File: src/rtl/sram22_req_frontend.sv
// Request front-end for a single-port SRAM22 macro: issues reads/writes, tracks
// the one-cycle read latency and buffers responses with credit-based flow control.
// Optional power-on zero fill of the macro: define SRAM22_REQ_FRONTEND_INIT_EN.
module sram22_req_frontend #(
  parameter int DATA_WIDTH  = 32,
  parameter int ADDR_WIDTH  = 9,
  parameter int WMASK_WIDTH = 1,
  parameter int RSP_DEPTH   = 2
) (
  input  logic                   clk,
  input  logic                   rst,
  input  logic                   req_valid,
  output logic                   req_ready,
  input  logic                   req_we,
  input  logic [WMASK_WIDTH-1:0] req_wmask,
  input  logic [ADDR_WIDTH-1:0]  req_addr,
  input  logic [DATA_WIDTH-1:0]  req_din,
  output logic                   rsp_valid,
  input  logic                   rsp_ready,
  output logic [DATA_WIDTH-1:0]  rsp_dout,
  output logic                   sram_we,
  output logic [WMASK_WIDTH-1:0] sram_wmask,
  output logic [ADDR_WIDTH-1:0]  sram_addr,
  output logic [DATA_WIDTH-1:0]  sram_din,
  input  logic [DATA_WIDTH-1:0]  sram_dout,
  output logic                   init_done
);
  localparam int PW = (RSP_DEPTH > 1) ? $clog2(RSP_DEPTH) : 1;
  localparam int CW = $clog2(RSP_DEPTH + 1);
  localparam int OW = CW + 1;

  typedef enum logic [1:0] {ST_IDLE, ST_INIT, ST_RUN} state_t;

  state_t                               state;
  logic                                 rd_pend;
  logic [CW-1:0]                        count;
  logic [PW-1:0]                        wptr, rptr;
  logic [RSP_DEPTH-1:0][DATA_WIDTH-1:0] mem;
  logic                                 run, fire, push, pop;
  logic [OW-1:0]                        occ;

  assign run       = (state == ST_RUN);
  assign init_done = run;
  assign push      = rd_pend;
  assign pop       = rsp_valid & rsp_ready;
  assign rsp_valid = (count != '0);
  assign rsp_dout  = mem[rptr];

  // Occupancy after this cycle's pop, counting the read still in the macro;
  // accepting only below RSP_DEPTH reserves a slot for every in-flight read.
  assign occ       = {1'b0, count} + OW'(rd_pend) - OW'(pop);
  assign req_ready = run & (occ < OW'(RSP_DEPTH));
  assign fire      = req_valid & req_ready;

`ifdef SRAM22_REQ_FRONTEND_INIT_EN
  logic [ADDR_WIDTH-1:0] init_addr;
  logic                  init_wr;

  assign init_wr = (state == ST_INIT) & ~rst;

  always_ff @(posedge clk or posedge rst) begin
    if (rst) begin
      state     <= ST_INIT;
      init_addr <= '0;
    end else if (state == ST_INIT) begin
      init_addr <= init_addr + ADDR_WIDTH'(1);
      if (init_addr == '1) state <= ST_RUN;
    end
  end

  always_comb begin
    sram_we    = init_wr | (fire & req_we);
    sram_wmask = init_wr ? '1 : req_wmask;
    sram_addr  = init_wr ? init_addr : req_addr;
    sram_din   = init_wr ? '0 : req_din;
  end
`else
  always_ff @(posedge clk or posedge rst) begin
    if (rst) state <= ST_IDLE;
    else     state <= ST_RUN;
  end

  always_comb begin
    sram_we    = fire & req_we;
    sram_wmask = req_wmask;
    sram_addr  = req_addr;
    sram_din   = req_din;
  end
`endif

  always_ff @(posedge clk or posedge rst) begin
    if (rst) begin
      rd_pend <= 1'b0;
      count   <= '0;
      wptr    <= '0;
      rptr    <= '0;
    end else begin
      rd_pend <= fire & ~req_we;
      if (push) wptr <= (wptr == PW'(RSP_DEPTH - 1)) ? '0 : wptr + PW'(1);
      if (pop)  rptr <= (rptr == PW'(RSP_DEPTH - 1)) ? '0 : rptr + PW'(1);
      count <= count + CW'(push) - CW'(pop);
    end
  end

  // Macro dout is valid in the cycle after the read was sampled.
  always_ff @(posedge clk) begin
    if (push) mem[wptr] <= sram_dout;
  end
endmodule

File: config.mk
export PLATFORM = sky130hd
export DESIGN_NAME = sram22_req_frontend
export DESIGN_NICKNAME = d
export VERILOG_FILES = /design/src/rtl/sram22_req_frontend.sv
export SDC_FILE = /design/constraint.sdc
export NUM_CORES = 1
export LEC_CHECK = 0
export ABC_AREA = 1
export CORE_ASPECT_RATIO = 1.5
export CORE_MARGIN = 2
export CORE_UTILIZATION = 40
export DETAILED_ROUTE_END_ITERATION = 10
export PLACE_DENSITY = 0.87
export SYNTH_ARGS = -nofsm -noshare
export SYNTH_HDL_FRONTEND = slang
export SYNTH_SLANG_ARGS = --single-unit
File: constraint.sdc
create_clock -name clk -period 3.7 [get_ports clk]
set_input_delay 1.11 -clock clk [delete_from_list [all_inputs] [get_ports clk]]
set_output_delay 1.11 -clock clk [all_outputs]
set_load 0.02 [all_outputs]
==> metrics.md <==
| Metric | Value |
|---|---|
| Min-delay worst type | reg2reg |
| F_max | 255 MHz |
| Share of cells above drive strength 1 | 35.4% |
| Multi-input gate area | 668 sq um |
| R2R Setup Slk | 240 ps |
| P&R area growth vs syn | 34.4% |
| Die area | 8440 sq um |
| Die Y | 112 um |
| DRT Pass-1 Iters | 4 |
| Hold Path Stages | 1 |
| RSZ-0062 raised after global routing | yes |
| Total gr overflow | 0 |
| WL final | 5670 um |
| Post-synthesis cell area | 3080 sq um |
| Synth warn | 0 |
| H-tree depth | 3 |
| Flops & latches, synth | 70 |
| Nets | 324 |
| IO Count | 157 |
| Number of global-route vias before repair | 1819 |
| Post-DP Area | 3620 sq um |
| CTS sink count | 70 |
| Crit start category | primary input |
| Initial core utilization | 40.7% |
| Endpoint type of the worst setup path | primary output |
| PwrDens | 695 nW/um^2 |
| Dpl hpwl | 3470 um |
| Hold path start | push |
| Post-route minimum period | 3920 ps |
| CTS Buf Count | 9 |
| Clk Latency, worst-skew pair | 320 ps |
| FF/Latch Area | 2070 sq um |
| PortBufs | 72 |
| Place WS | -1070 ps |
| FILL cells | 590 |
| TritonCTS clock tree | done |
| Post-DR wirelength/cell | 16.3 um |
| Setup TNS Final | -426 ps |
| Failing checks | negative setup slack |
| Ant diodes | 0 |
| Placeable core area | 7560 sq um |
| DRT iter0 DRCs | 75 |
| VDD IR max | 0.000502 V |
| Worst-Margin Slew | 961 ps |
| Lkg Pwr | 1.58 nW |
| Max clock buf depth | 2 |
| Worst Hold Path EP | wptr |
| Critical path class | in2out |
| Status | finished with violations |
| Slew headroom | 35.8% |
| Syn Area/Cell | 17.5 sq um |
| Fin worst setup slack | -223 ps |
| Final Util | 54.8% |
| Gr usage total | 14.4% |
| Final worst path period share | 106% |
| Initial antenna violation count | 0 |
| Reg2reg end | rptr |
| Post-route antenna net violation count | 0 |
| Crit path max fanout | 2 |
| Clock transition at path regs | 50 ps |
| First-pass GRT wire length | 8560 um |
| DR vias/cell | 4.59 |
| Skew final | 7.21 ps |
| Synth Instances | 176 |
| Die X | 75.7 um |
| Distinct cells, synth | 17 |
| Reg2reg path depth | 26 |
| Net Count, Synth | 258 |
| Count of pins over their slew limit | 0 |
| DRC violations left | 0 |
| Root Driver | clkbuf_16 |
| Final Cell Area | 4140 sq um |
| RR Startpoint | count[1] |
| Sequential area share after synthesis | 67.2% |
| Final Hold Fails | 0 |
| Largest net degree at the start of global routing | 33 |
| Critical Path RT | 2590 ps |
| Routability cong. | 0.711 |
| Max-cap violations | 0 |
| # setup viols final | 2 |
| Crit path DAT | 2810 ps |
| DR vias | 1599 |
| Std-Cell Rows | 39 |
cells by family after synthesis:
family	Yosys count	share of synthesized area (%)
xor gates and xnor gates	2	0.569
adders and majority gates	3	1.46
buffers and inverters	56	13.8
DFF	70	67.2
muxes	32	15.2
other	1	0.122
and+or+nand+nor	12	1.62
cells in the final DEF, fill, tap and decap left out, types with 3 or more instances in the layout:
| cell type | instances |
|---|---|
| nor2_4 | 3 |
| clkbuf_16 | 9 |
| clkdlybuf4s50_1 | 69 |
| edfxtp_1 | 64 |
| nand2_1 | 3 |
| dfrtp_1 | 5 |
| mux2_4 | 29 |
| mux2_2 | 3 |
| buf_6 | 14 |
| inv_1 | 8 |
| clkbuf_1 | 3 |
| buf_4 | 18 |
power breakdown:
group          switching, W  leakage (nW)  internal (W)
combinational      0.000487         0.813      0.000651
sequential        0.0000755         0.648      0.000945
clock              0.000276         0.121      0.000443
total              0.000839          1.58       0.00204
metal layers:
layer	GRT usage, %	routed length (um)
met5	0	0
met1	12.1	1930
met2	25.1	3200
met3	6.43	342
met4	10.1	204
synth_stat cells:
library cell	count	area share (%)
edfxtp_1	64	62
buf_4	42	10
mux2_4	29	14
inv_1	10	1.2
dfrtp_1	6	4.9
nand2_1	5	0.61
nor2_1	5	0.61
buf_12	3	1.9
mux2_2	3	1.1
ha_1	2	0.81
buf_6	1	0.37
conb_1	1	0.12
fa_1	1	0.65
nand3_1	1	0.16
nor3b_1	1	0.24
xnor2_1	1	0.28
xor2_1	1	0.28
cell type report:
class | instances | share of cell area [%]
Multi-Input combinational cell | 50 | 16.1
Sequential cell | 70 | 50.1
Timing Repair Buffer | 101 | 23.7
Tap cell | 102 | 3.08
Clock inverter | 3 | 0.302
Clock buffer | 12 | 5.71
Inverter | 10 | 0.967
timing repair:
action	4_1_cts	5_1_grt
hold buffers	0	0
resized for setup	25	14
setup endpoints to repair	2	3
setup buffers	24	0
pin swaps	7	5
worst max path at each step:
stage / from / slack, ps / to
floorplan: rsp_ready / 6 / sram_we
global placement: rsp_ready / -970 / sram_we
detailed placement: rsp_ready / -1070 / sram_we
CTS: rsp_ready / -260 / sram_we
global route: rsp_ready / -250 / req_ready
finish: rsp_ready / -220 / req_ready
state kept, by name, summed over array words and instances, names as in the netlist:
register / count
count: 2
mem: 64
push: 1
rptr: 1
state: 1
wptr: 1
worst max-delay path, stage by stage:
cell and delay, ps:
buf_6 100, nand2_4 70, inv_4 40, ha_4 250
inv_2 40, ha_4 150, fa_1 470, inv_1 90
nand2_2 80, buf_6 120, nor3b_2 140, buf_4 160
per-stage QoR:
| step | cells | total power, W | hold WS [ps] |
|---|---|---|---|
| after floorplan | 176 | 0.00171 | 460 |
| final | 348 | 0.00288 | 502 |
| after CTS | 350 | 0.00284 | 499 |
| after global routing | 348 | 0.00300 | 515 |
| after global placement | 311 | 0.00193 | 469 |
| after detailed placement | 311 | 0.00196 | 489 |
Note: power is estimated with default switching activity, not from simulation.
